`src/rtl/btn_cond_pkg.sv`:
```
// Shared types and default timing for the push-button conditioner.
// Cycle-count defaults assume a 50 MHz system clock.
package btn_cond_pkg;

  typedef enum logic [1:0] {
    ST_IDLE   = 2'd0,
    ST_HELD   = 2'd1,
    ST_REPEAT = 2'd2
  } btn_state_e;

  localparam int DEFAULT_DEBOUNCE_CYCLES     = 500_000;
  localparam int DEFAULT_REPEAT_DELAY_CYCLES = 25_000_000;
  localparam int DEFAULT_REPEAT_RATE_CYCLES  = 5_000_000;

  // A counter that must hold 0..n-1 needs $clog2(n) bits, but never fewer than one.
  function automatic int cnt_width(input int n);
    return (n <= 2) ? 1 : $clog2(n);
  endfunction

  function automatic int max_int(input int a, input int b);
    return (a > b) ? a : b;
  endfunction

endpackage

```
`src/rtl/debounce_channel.sv`:
```
// One push-button channel: 2-flop synchronizer, stable-sample debouncer and press FSM.
// Auto-repeat (HELD delay and REPEAT rate counters) exists only when BTN_AUTO_REPEAT_EN is defined.
module debounce_channel
  import btn_cond_pkg::*;
#(
  parameter int DEBOUNCE_CYCLES     = DEFAULT_DEBOUNCE_CYCLES,
  parameter int REPEAT_DELAY_CYCLES = DEFAULT_REPEAT_DELAY_CYCLES,
  parameter int REPEAT_RATE_CYCLES  = DEFAULT_REPEAT_RATE_CYCLES
) (
  input  logic clk,
  input  logic reset_n,
  input  logic key_n,
  output logic pulse
);

  localparam int              DB_W    = cnt_width(DEBOUNCE_CYCLES);
  localparam logic [DB_W-1:0] DB_LAST = DB_W'(DEBOUNCE_CYCLES - 1);
  localparam logic [DB_W-1:0] DB_ONE  = DB_W'(1);

  logic            sync1_q, sync1_d;
  logic            sync2_q, sync2_d;
  logic            level_q, level_d;
  logic [DB_W-1:0] db_cnt_q, db_cnt_d;

  btn_state_e state_q;
  logic       pulse_q;

`ifdef BTN_AUTO_REPEAT_EN
  localparam int               RPT_W      = cnt_width(max_int(REPEAT_DELAY_CYCLES, REPEAT_RATE_CYCLES));
  localparam logic [RPT_W-1:0] DELAY_LAST = RPT_W'(REPEAT_DELAY_CYCLES - 1);
  localparam logic [RPT_W-1:0] RATE_LAST  = RPT_W'(REPEAT_RATE_CYCLES - 1);
  localparam logic [RPT_W-1:0] RPT_ONE    = RPT_W'(1);

  logic [RPT_W-1:0] rpt_cnt_q;
`endif

  // The level only flips after DEBOUNCE_CYCLES consecutive samples that disagree with it;
  // any agreeing sample restarts the count.
  always_comb begin
    sync1_d  = key_n;
    sync2_d  = sync1_q;
    level_d  = level_q;
    db_cnt_d = '0;
    if (sync2_q != level_q) begin
      if (db_cnt_q == DB_LAST) begin
        level_d = sync2_q;
      end else begin
        db_cnt_d = db_cnt_q + DB_ONE;
      end
    end
  end

  always_ff @(posedge clk) begin
    if (!reset_n) begin
      sync1_q  <= 1'b1;
      sync2_q  <= 1'b1;
      level_q  <= 1'b1;
      db_cnt_q <= '0;
    end else begin
      sync1_q  <= sync1_d;
      sync2_q  <= sync2_d;
      level_q  <= level_d;
      db_cnt_q <= db_cnt_d;
    end
  end

  // Debounced release wins over any pending repeat pulse in the same cycle.
  always_ff @(posedge clk) begin
    if (!reset_n) begin
      state_q <= ST_IDLE;
      pulse_q <= 1'b0;
`ifdef BTN_AUTO_REPEAT_EN
      rpt_cnt_q <= '0;
`endif
    end else begin
      pulse_q <= 1'b0;
`ifdef BTN_AUTO_REPEAT_EN
      rpt_cnt_q <= rpt_cnt_q + RPT_ONE;
`endif
      case (state_q)
        ST_IDLE: begin
`ifdef BTN_AUTO_REPEAT_EN
          rpt_cnt_q <= '0;
`endif
          if (!level_q) begin
            state_q <= ST_HELD;
            pulse_q <= 1'b1;
          end
        end
        ST_HELD: begin
          if (level_q) begin
            state_q <= ST_IDLE;
`ifdef BTN_AUTO_REPEAT_EN
            rpt_cnt_q <= '0;
          end else if (rpt_cnt_q == DELAY_LAST) begin
            state_q   <= ST_REPEAT;
            pulse_q   <= 1'b1;
            rpt_cnt_q <= '0;
`endif
          end
        end
`ifdef BTN_AUTO_REPEAT_EN
        ST_REPEAT: begin
          if (level_q) begin
            state_q   <= ST_IDLE;
            rpt_cnt_q <= '0;
          end else if (rpt_cnt_q == RATE_LAST) begin
            pulse_q   <= 1'b1;
            rpt_cnt_q <= '0;
          end
        end
`endif
        default: begin
          state_q <= ST_IDLE;
`ifdef BTN_AUTO_REPEAT_EN
          rpt_cnt_q <= '0;
`endif
        end
      endcase
    end
  end

  assign pulse = pulse_q;

endmodule

```
`src/rtl/button_conditioner.sv`:
```
// Up/down push-button conditioner: two debounced channels plus mutually exclusive registered pulses.
// Define BTN_AUTO_REPEAT_EN to enable hold-to-repeat pulses.
module button_conditioner
  import btn_cond_pkg::*;
#(
  parameter int DEBOUNCE_CYCLES     = DEFAULT_DEBOUNCE_CYCLES,
  parameter int REPEAT_DELAY_CYCLES = DEFAULT_REPEAT_DELAY_CYCLES,
  parameter int REPEAT_RATE_CYCLES  = DEFAULT_REPEAT_RATE_CYCLES
) (
  input  logic clk,
  input  logic reset_n,
  input  logic key_up_n,
  input  logic key_down_n,
  output logic btn_up,
  output logic btn_down
);

  logic req_up, req_down;
  logic btn_up_q, btn_up_d;
  logic btn_down_q, btn_down_d;

  debounce_channel #(
    .DEBOUNCE_CYCLES    (DEBOUNCE_CYCLES),
    .REPEAT_DELAY_CYCLES(REPEAT_DELAY_CYCLES),
    .REPEAT_RATE_CYCLES (REPEAT_RATE_CYCLES)
  ) u_up (
    .clk    (clk),
    .reset_n(reset_n),
    .key_n  (key_up_n),
    .pulse  (req_up)
  );

  debounce_channel #(
    .DEBOUNCE_CYCLES    (DEBOUNCE_CYCLES),
    .REPEAT_DELAY_CYCLES(REPEAT_DELAY_CYCLES),
    .REPEAT_RATE_CYCLES (REPEAT_RATE_CYCLES)
  ) u_down (
    .clk    (clk),
    .reset_n(reset_n),
    .key_n  (key_down_n),
    .pulse  (req_down)
  );

  // Simultaneous requests are ambiguous for the value register, so both are dropped.
  always_comb begin
    btn_up_d   = req_up & ~req_down;
    btn_down_d = req_down & ~req_up;
  end

  always_ff @(posedge clk) begin
    if (!reset_n) begin
      btn_up_q   <= 1'b0;
      btn_down_q <= 1'b0;
    end else begin
      btn_up_q   <= btn_up_d;
      btn_down_q <= btn_down_d;
    end
  end

  assign btn_up   = btn_up_q;
  assign btn_down = btn_down_q;

endmodule

```
`config.mk`:
```
export PLATFORM = sky130hd
export DESIGN_NAME = button_conditioner
export DESIGN_NICKNAME = d
export VERILOG_FILES = /design/src/rtl/btn_cond_pkg.sv /design/src/rtl/debounce_channel.sv /design/src/rtl/button_conditioner.sv
export SDC_FILE = /design/constraint.sdc
export NUM_CORES = 1
export LEC_CHECK = 0
export CAP_MARGIN = 5
export CORE_ASPECT_RATIO = 0.6
export CORE_MARGIN = 2
export CORE_UTILIZATION = 30
export CTS_CLUSTER_SIZE = 40
export DETAILED_ROUTE_END_ITERATION = 8
export MAX_ROUTING_LAYER = met4
export SLEW_MARGIN = 25
export SYNTH_ARGS = -nofsm -noshare
export SYNTH_HDL_FRONTEND = slang
export SYNTH_SLANG_ARGS = --single-unit
```
`constraint.sdc`:
```
create_clock -name clk -period 4.2 [get_ports clk]
set_input_delay 0.63 -clock clk [delete_from_list [all_inputs] [get_ports clk]]
set_output_delay 0.63 -clock clk [all_outputs]
set_load 0.01 [all_outputs]
```
### Word-level counts from Yosys, hierarchy flattened

Index checks and enable logic that the tools add are counted.
W data, S select, Z words.

| cells by class | value |
|---|---|
| equality and inequality tests | 10 |
| muxes and demuxes | 8 |
| $add $sub $neg | 2 |
| bitwise logic cells | 7 |
| reduce and logical (&&, ||, !) cells | 10 |

Operator list:

| operator | count |
|---|---|
| $add A19 B1 Y19 const B | 2 |
| $eq A19 B19 Y1 const B | 2 |
| $reduce_and A2 Y1 | 6 |
| $mux W2 | 4 |
| $pmux W2 S2 | 2 |
| $reduce_or A3 Y1 | 2 |
| $not A1 Y1 | 5 |
| $eq A2 B1 Y1 const B | 2 |
| $logic_not A2 Y1 | 2 |
| $ne A2 B1 Y1 const B | 2 |
| $ne A2 B2 Y1 const B | 2 |
| $and A1 B1 Y1 | 2 |
| $mux W1 | 2 |
| $ne A1 B1 Y1 | 2 |

| storage, ports and cells | value |
|---|---|
| register bits after elaboration | 52 |
| input port bits | 4 |

### Longest topological paths before layout

Gate-level depths: netlist of the first run.

| logic depth | value |
|---|---|
| word-level depth | 3 |
| mapped depth | 5 |

### Modules after synthesis

A second synthesis of the first run with hierarchy kept.

| second synthesis, totals | value |
|---|---|
| cell total of the unflattened synthesis | 242 |
| area total of the unflattened synthesis | 2212.1 µm² |

By module, submodules not included:

| module | cells an instance | instances | area an instance (µm²) |
|---|---|---|---|
| debounce_channel | 119 | 2 | 1077.3 |
| button_conditioner | 4 | 1 | 57.6 |

### Worst setup path after synthesis of the first run

OpenSTA, ideal clock, no wires.

| path | value |
|---|---|
| kind | reg2reg |
| from | register u_up.db_cnt_q[5] |
| to | register u_up.db_cnt_q[17] |
| library setup time | 0.070 ns |
| data arrival time | 1.779 ns |
| data required time | 4.130 ns |
| period minus slack after synthesis | 1.849 ns |
| cell stages (with the launch flop) | 6 |
| path slack | 2.351 ns |
| buffers on the path | 1 |
| cell sequence | dfxtp_1 > nand3_2 > or4_1 > buf_2 > or4_1 > a21oi_1 |

| between the ends | value |
|---|---|
| word-level cells in the longest chain between the ends | 2 |
| elaborated cells between the ends (all ways) | 3 |
| those cells by class | add/sub (1); eq/ne (1); reduce/logical (1) |

Ends and longest elaborated chain:

| item | line | text |
|---|---|---|
| from (decl) | debounce_channel.sv:23 | `logic [DB_W-1:0] db_cnt_q, db_cnt_d;` |
| from (signal assigned) | debounce_channel.sv:63 | `db_cnt_q <= db_cnt_d;` |
| branches (longest 2 deep; another with $add A19 B1 Y19) | -- |  |

Several ways; the timed one is not identified.
A chain may end at the register's enable or synchronous reset.

### Worst setup path after layout of the first run

Same ends and word-level chain as after synthesis.

==> results of run 1 <==
[worst max-delay path, stage by stage, from the launching register on]
cell and delay, ns:
dfxtp_1 0.43, nand3_2 0.19, or4_1 0.71, or4_1 0.51
a21oi_1 0.14
[registers in the layout, summed over array words and instances (netlist names)]
register / count
btn_down: 1
u_down.db_cnt_q: 19
u_down.pulse: 1
u_up.db_cnt_q: 19
u_down.level_q: 1
u_down.sync1_q: 1
u_down.sync2_q: 1
u_up.sync1_q: 1
u_down.state_q: 1
u_up.sync2_q: 1
u_up.pulse: 1
u_up.state_q: 1
u_up.level_q: 1
btn_up: 1
[per-stage QoR]
stage	instances	hold slack, ns	util	cell area, sq um
global placement	317	0.372	0.333	2230
CTS	325	0.383	0.356	2390
global route	325	0.398	0.356	2390
finish	325	0.383	0.356	2390
detailed placement	317	0.373	0.334	2240
floorplan	229	0.367	-	2090
[cell usage after synthesis (4+ instances only)]
master    number
nor4_1         7
nor2b_1        6
inv_1          4
a21oi_1        9
xnor2_1       15
nand2b_1       5
dfxtp_1       50
or4_1          6
nand3_1       11
nand4_1       13
o31ai_1        5
nand2_1       14
nor3_1         5
o21ai_0        4
xor2_1        12
nor2_1        34
[layer usage]
layer  share of wire  GRT usage  vias to the layer above
met5               0          -                        -
li1                -          -                      829
met1            0.61      0.176                      699
met3           0.048     0.0315                        0
met4               0     0.0571                        0
met2            0.34      0.121                       24
[kinds of logic after synthesis]
kind of cell,after synthesis
buffers and inverters,9
adder cells (fa/ha/maj),2
AND/OR/NAND/NOR,119
XOR/XNOR,27
multiplexers,2
AO/OA/AOI/OAI,20
flip-flops,50
[report_power, final]
group	internal (mW)	total [mW]	switching [mW]	leakage, nW
Sequential	0.476	0.477	0.00118	0.404
Clock	0.236	0.407	0.171	0.0739
Combinational	0.00582	0.0124	0.00662	0.212
[worst max-delay path by stage]
| stage | end | slack, ns | cells after the start | startpoint |
|---|---|---|---|---|
| 3_3_place_gp | u_down.db_cnt_q[9] | 1.90 | 4 | u_down.db_cnt_q[15] |
| 3_5_place_dp | u_up.db_cnt_q[11] | 2.11 | 5 | reset_n |
| 5_1_grt | u_up.db_cnt_q[14] | 2.01 | 5 | u_up.db_cnt_q[0] |
| 6_report | u_up.db_cnt_q[17] | 2.15 | 4 | u_up.db_cnt_q[5] |
| 4_1_cts | u_up.db_cnt_q[15] | 2.17 | 4 | u_up.db_cnt_q[5] |
| 2_1_floorplan | u_up.db_cnt_q[17] | 2.35 | 5 | u_up.db_cnt_q[5] |
[layout make-up]
class | instances | area, sq um | area share
Timing Repair Buffer | 6 | 57.6 | 0.0241
Tap cell | 87 | 109 | 0.0456
Sequential cell | 50 | 1000 | 0.419
Multi-Input combinational cell | 170 | 1060 | 0.443
Clock inverter | 1 | 5.00 | 0.00210
Inverter | 4 | 15.0 | 0.00629
Clock buffer | 7 | 143 | 0.0597
==> impl_metrics.prom, run 1 <==
# TYPE chip_impl_metric gauge
chip_impl_info{name="status",value="finished, final reports clean"} 1
chip_impl_metric{name="drc_violations_left",unit=""} 0
chip_impl_info{name="final_cell_mix",value="dfxtp_1, nor2_1, xnor2_1, nand2_1, nand4_1"} 1
chip_impl_info{name="synth_area_leaders",value="dfxtp_1, xnor2_1, nor2_1"} 1
chip_impl_metric{name="antenna-diode-count",unit=""} 0
chip_impl_metric{name="synthDominantCellAreaShare",unit=""} 0.480
chip_impl_metric{name="irDropWorstVdd",unit="uV"} 161
chip_impl_metric{name="cts-buffers-inserted",unit=""} 5
chip_impl_metric{name="max_cap_violations",unit=""} 0
chip_impl_info{name="endpoint_kind",value="flop"} 1
chip_impl_metric{name="fin_skew",unit="ns"} 0.00471
chip_impl_metric{name="grt_overflow",unit=""} 0
chip_impl_metric{name="post_cts_resize_count",unit=""} 0
chip_impl_info{name="yosys.area.top_type",value="dfxtp_1"} 1
chip_impl_metric{name="synth.area.mux_share",unit=""} 0.00959
chip_impl_metric{name="max_clock_freq",unit="GHz"} 0.488
chip_impl_metric{name="synthesized_netlist_net_count",unit=""} 235
chip_impl_metric{name="synthArstFlopShare",unit=""} 0
chip_impl_metric{name="synth_simple_gate_area_frac",unit=""} 0.306
chip_impl_metric{name="initialDrtViolationCount",unit=""} 73
chip_impl_metric{name="die-width",unit="um"} 112
chip_impl_metric{name="design.portCount",unit=""} 6
chip_impl_metric{name="cp_data_required_time",unit="ns"} 4.42
chip_impl_metric{name="yosys_register_bits",unit=""} 50
chip_impl_metric{name="yosys.cell_types.count",unit=""} 31
chip_impl_metric{name="cts_hold_repair.buffers",unit=""} 0
chip_impl_metric{name="grt_start_max_net_pins",unit=""} 18
chip_impl_info{name="worstSetupStartpointType",value="flop"} 1
chip_impl_metric{name="clkSinkCount",unit=""} 50
chip_impl_metric{name="clk_transition_reported_paths",unit="ns"} 0.07
chip_impl_metric{name="cp_data_arrival_time",unit="ns"} 2.27
chip_impl_metric{name="cellPowerDensity",unit="nW/um^2"} 376
chip_impl_metric{name="dp_slack",unit="ns"} 2.11
chip_impl_info{name="root_buffer",value="clkbuf_16"} 1
chip_impl_metric{name="antenna_found_initial",unit=""} 0
chip_impl_metric{name="logic_depth_of_the_worst_register_to_register_path",unit=""} 4
chip_impl_info{name="reg_to_reg_startpoint",value="u_up.db_cnt_q[5]"} 1
chip_impl_metric{name="fin_total_pwr",unit="uW"} 897
chip_impl_metric{name="worstPathMaxFanout",unit=""} 8
chip_impl_metric{name="clock_tree.buffer_depth",unit=""} 2
chip_impl_metric{name="netlist_instances",unit=""} 229
chip_impl_metric{name="min_delay_path_depth",unit=""} 1
chip_impl_metric{name="worst_slew_pin_slew",unit="ns"} 0.730
chip_impl_metric{name="yosys.area_share.xor_xnor",unit=""} 0.113
chip_impl_info{name="grt_setup_unrepaired",value="no"} 1
chip_impl_metric{name="globalRouteTotalUtil",unit=""} 0.113
chip_impl_info{name="ys.flop_type",value="dfxtp_1"} 1
chip_impl_info{name="worstHoldStart",value="u_down.state_q[0]"} 1
chip_impl_metric{name="report.final.setup_viol",unit=""} 0
chip_impl_metric{name="place.detailed.hpwl",unit="um"} 2810
chip_impl_metric{name="clk_latency",unit="ns"} 0.29
chip_impl_metric{name="io_buffer_count",unit=""} 5
chip_impl_metric{name="final_max_slew_viol_count",unit=""} 0
chip_impl_info{name="layout.cells.most_common",value="dfxtp_1"} 1
chip_impl_metric{name="gp_congestion",unit=""} 0.772
chip_impl_metric{name="setup_ws",unit="ns"} 2.15
chip_impl_metric{name="ant_nets",unit=""} 0
chip_impl_metric{name="fp-row-count",unit=""} 23
chip_impl_metric{name="core_footprint",unit="sq um"} 6710
chip_impl_info{name="worstReg2RegEnd",value="u_up.db_cnt_q[17]"} 1
chip_impl_metric{name="worst_slew_margin_rel",unit=""} 0.513
chip_impl_metric{name="detailedRoute.firstPassIterationCount",unit=""} 4
chip_impl_metric{name="first_global_vias",unit=""} 1287
chip_impl_metric{name="grt_pass1_wl",unit="um"} 6450
chip_impl_metric{name="average_instance_area_after_synthesis",unit="sq um"} 9.11
chip_impl_metric{name="period_needed",unit="ns"} 2.05
chip_impl_metric{name="synthAdderAreaFrac",unit=""} 0.0120
chip_impl_info{name="tritoncts_clock_tree",value="done"} 1
chip_impl_metric{name="synth_enable_flop_cells",unit=""} 0
chip_impl_metric{name="synth_sequential_area_ratio",unit=""} 0.480
chip_impl_info{name="worst-setup-path-type",value="flop to flop"} 1
chip_impl_metric{name="layout-area-overhead-vs-synth",unit="%"} 14.4
chip_impl_metric{name="routed_wirelength",unit="um"} 3980
chip_impl_metric{name="fin_crit_sh",unit=""} 0.488
chip_impl_metric{name="die_h",unit="um"} 68.6
chip_impl_metric{name="hold_viol",unit=""} 0
chip_impl_metric{name="setup_bufs_post_cts",unit=""} 0
chip_impl_metric{name="netlist_area",unit="sq um"} 2090
chip_impl_metric{name="cts-htree-levels",unit=""} 2
chip_impl_info{name="min_to",value="u_down.pulse"} 1
chip_impl_metric{name="finish.net_count",unit=""} 243
chip_impl_metric{name="post_drt_wl_per_cell",unit="um"} 12.3
chip_impl_metric{name="routed-via-count",unit=""} 1552
chip_impl_metric{name="avgViaCountPerCell",unit=""} 4.78
chip_impl_metric{name="totalNegativeSetupSlack",unit="ns"} 0
chip_impl_metric{name="synth_compound_area_frac",unit=""} 0.0612
chip_impl_metric{name="synthesis.yosys.warnings",unit=""} 0
chip_impl_info{name="synth_top_family_by_area",value="simple AND/OR/NAND/NOR gates"} 1
chip_impl_metric{name="dieArea",unit="sq um"} 7660
chip_impl_metric{name="filler_cell_count",unit=""} 700
chip_impl_metric{name="post_route_cells_drive_above_1_share",unit=""} 0.0588
chip_impl_metric{name="total_leakage_power",unit="nW"} 0.690
chip_impl_info{name="hp-class",value="flop to flop"} 1
chip_impl_metric{name="effective_utilization_at_floorplan",unit=""} 0.311
chip_impl_metric{name="reg2reg_slack",unit="ns"} 2.15
Note: power is estimated with default switching activity, not from simulation.
==> inputs of run 2 (changes only) <==
==> constraint.sdc (replaced) <==
create_clock -name clk -period 2 [get_ports clk]
set_input_delay 0.3 -clock clk [delete_from_list [all_inputs] [get_ports clk]]
set_output_delay 0.3 -clock clk [all_outputs]
set_load 0.01 [all_outputs]
==> run 2 against run 1 <==
  * Clock-buffer cell count did not move
  * Cell count rose by 4.0%
  * Worst setup slack got worse by 2.0 ns
  * Worst hold slack got worse by 0.0011 ns
==> impl_metrics.prom, run 2 (same netlist as run 1, synthesis figures left out) <==
# TYPE chip_impl_metric gauge
chip_impl_info{name="status",value="finished, final reports clean"} 1
chip_impl_metric{name="die-width",unit="um"} 112
chip_impl_metric{name="gp_congestion",unit=""} 0.910
chip_impl_metric{name="antenna-diode-count",unit=""} 0
chip_impl_metric{name="cts-buffers-inserted",unit=""} 5
chip_impl_metric{name="worst_hold_margin",unit="ns"} 0.382
chip_impl_metric{name="setup_ws",unit="ns"} 0.106
chip_impl_metric{name="cp_data_arrival_time",unit="ns"} 2.11
chip_impl_info{name="hp-class",value="flop to flop"} 1
chip_impl_metric{name="fin_crit_sh",unit=""} 0.947
chip_impl_metric{name="layout-area-overhead-vs-synth",unit="%"} 18.9
chip_impl_metric{name="finish.net_count",unit=""} 256
chip_impl_metric{name="detailedRoute.firstPassIterationCount",unit=""} 4
chip_impl_metric{name="cellPowerDensity",unit="nW/um^2"} 750
chip_impl_metric{name="worstPathMaxFanout",unit=""} 5
chip_impl_metric{name="initialDrtViolationCount",unit=""} 66
chip_impl_metric{name="wirelength_met1",unit="um"} 2260
chip_impl_metric{name="routed-via-count",unit=""} 1640
chip_impl_metric{name="first_global_vias",unit=""} 1446
chip_impl_metric{name="core_footprint",unit="sq um"} 6710
chip_impl_metric{name="period_needed",unit="ns"} 1.89
chip_impl_info{name="reg_to_reg_startpoint",value="u_up.db_cnt_q[0]"} 1
chip_impl_metric{name="report.final.setup_viol",unit=""} 0
chip_impl_info{name="worst_setup_path_endpoint",value="u_up.db_cnt_q[14]"} 1
chip_impl_info{name="worst-setup-path-type",value="flop to flop"} 1
chip_impl_metric{name="met3_length",unit="um"} 168
chip_impl_metric{name="fp-row-count",unit=""} 23
chip_impl_metric{name="seq_area",unit="sq um"} 1000
chip_impl_metric{name="clk_latency",unit="ns"} 0.28
chip_impl_metric{name="post_drt_wl_per_cell",unit="um"} 11.6
chip_impl_metric{name="irDropWorstVdd",unit="uV"} 346
chip_impl_metric{name="clock_tree.buffer_depth",unit=""} 2
chip_impl_info{name="worstSetupStartpointType",value="flop"} 1
chip_impl_info{name="grt_setup_unrepaired",value="no"} 1
chip_impl_metric{name="routed_wirelength",unit="um"} 3910
chip_impl_metric{name="avgViaCountPerCell",unit=""} 4.85
chip_impl_metric{name="io_buffer_count",unit=""} 5
chip_impl_info{name="highest-signal-layer",value="met4"} 1
chip_impl_metric{name="wl_met2",unit="um"} 1440
chip_impl_info{name="setup.worst_path.start",value="u_up.db_cnt_q[0]"} 1
chip_impl_metric{name="logic_depth_of_the_worst_register_to_register_path",unit=""} 5
chip_impl_info{name="tritoncts_clock_tree",value="done"} 1
chip_impl_metric{name="totalNegativeSetupSlack",unit="ns"} 0
chip_impl_metric{name="design.portCount",unit=""} 6
chip_impl_metric{name="dieArea",unit="sq um"} 7660
chip_impl_metric{name="place.detailed.hpwl",unit="um"} 2920
chip_impl_metric{name="globalRouteTotalUtil",unit=""} 0.114
chip_impl_metric{name="fin_skew",unit="ns"} 0.00461
chip_impl_info{name="worstReg2RegEnd",value="u_up.db_cnt_q[14]"} 1
chip_impl_metric{name="drc_violations_left",unit=""} 0
chip_impl_metric{name="clkSinkCount",unit=""} 50
chip_impl_metric{name="cts_hold_repair.buffers",unit=""} 0
chip_impl_metric{name="final_max_slew_viol_count",unit=""} 0
chip_impl_info{name="final_cell_mix",value="dfxtp_1, nor2_1, xnor2_1, nand2_1, buf_4"} 1
chip_impl_metric{name="reg2reg_slack",unit="ns"} 0.11
chip_impl_metric{name="ant_nets",unit=""} 0
chip_impl_metric{name="worst_slew_margin_rel",unit=""} 0.783
chip_impl_info{name="root_buffer",value="clkbuf_16"} 1
chip_impl_metric{name="effective_utilization_at_floorplan",unit=""} 0.311
chip_impl_metric{name="total_leakage_power",unit="nW"} 0.750
chip_impl_metric{name="hold_viol",unit=""} 0
chip_impl_metric{name="max_cap_violations",unit=""} 0
chip_impl_info{name="layout.cells.most_common",value="dfxtp_1"} 1
chip_impl_metric{name="post_route_cells_drive_above_1_share",unit=""} 0.116
chip_impl_metric{name="cp_data_required_time",unit="ns"} 2.21
chip_impl_metric{name="grt_overflow",unit=""} 0
chip_impl_info{name="layout_top_registers",value="u_down.db_cnt_q: 19 flops, u_up.db_cnt_q: 19 flops"} 1
chip_impl_metric{name="die_h",unit="um"} 68.6
chip_impl_metric{name="fin_total_pwr",unit="mW"} 1.86
chip_impl_metric{name="antenna_found_initial",unit=""} 0
chip_impl_metric{name="clk_transition_reported_paths",unit="ns"} 0.06
chip_impl_info{name="endpoint_kind",value="flop"} 1
chip_impl_metric{name="worst_slew_pin_slew",unit="ns"} 0.322
chip_impl_metric{name="multiInputGateArea",unit="sq um"} 1050
chip_impl_metric{name="cts-htree-levels",unit=""} 2
chip_impl_metric{name="max_clock_freq",unit="GHz"} 0.528
chip_impl_metric{name="filler_cell_count",unit=""} 675
chip_impl_metric{name="grt_start_max_net_pins",unit=""} 18
chip_impl_metric{name="dp_slack",unit="ns"} 0.0813
chip_impl_metric{name="grt_pass1_wl",unit="um"} 6840
-- run 2: how the worst min path moves through the flow --
stage / start / to / depth (start not counted)
5_1_grt: u_up.state_q[0] / u_up.pulse / 1
6_report: u_down.state_q[0] / u_down.pulse / 1
4_1_cts: u_down.state_q[0] / u_down.pulse / 1
2_1_floorplan: u_down.state_q[0] / u_down.pulse / 1
3_5_place_dp: u_down.state_q[0] / u_down.pulse / 1
3_3_place_gp: u_down.state_q[0] / u_down.pulse / 1
-- run 2: report_power, final --
part / leakage, nW / internal (mW) / switching (mW) / total (mW)
Sequential: 0.404 / 1.00 / 0.00278 / 1.00
Clock: 0.0739 / 0.496 / 0.334 / 0.829
Combinational: 0.272 / 0.0145 / 0.0137 / 0.0282
-- run 2: metrics by stage --
step	utilization	instance area [sq um]	instances
floorplan	-	2090	229
global placement	0.347	2330	330
detailed placement	0.347	2330	330
CTS	0.369	2480	338
global route	0.370	2480	338
finish	0.370	2480	338
-- run 2: layout make-up --
type,count,area share
Timing Repair Buffer,19,0.0625
Sequential cell,50,0.403
Inverter,4,0.00605
Multi-Input combinational cell,170,0.425
Clock buffer,7,0.0575
Clock inverter,1,0.00202
Tap cell,87,0.0439
-- run 2: timing repair --
action                     CTS  global route
setup buffers                0             0
gates resized for setup      0             2
setup endpoints to repair    0             3
-- run 2: critical path, stage by stage, from the launching register on --
cell	delay, ns
dfxtp_1	0.41
ha_2	0.25
nand3_1	0.12
or3_2	0.50
or4_1	0.40
a21oi_1	0.15
-- run 2: routing by layer --
| metal | track usage | up-vias |
|---|---|---|
| met2 | 0.145 | 32 |
| met1 | 0.171 | 750 |
| met4 | 0.0386 | 0 |
| met5 | - | - |
| li1 | - | 854 |
| met3 | 0.0280 | 4 |
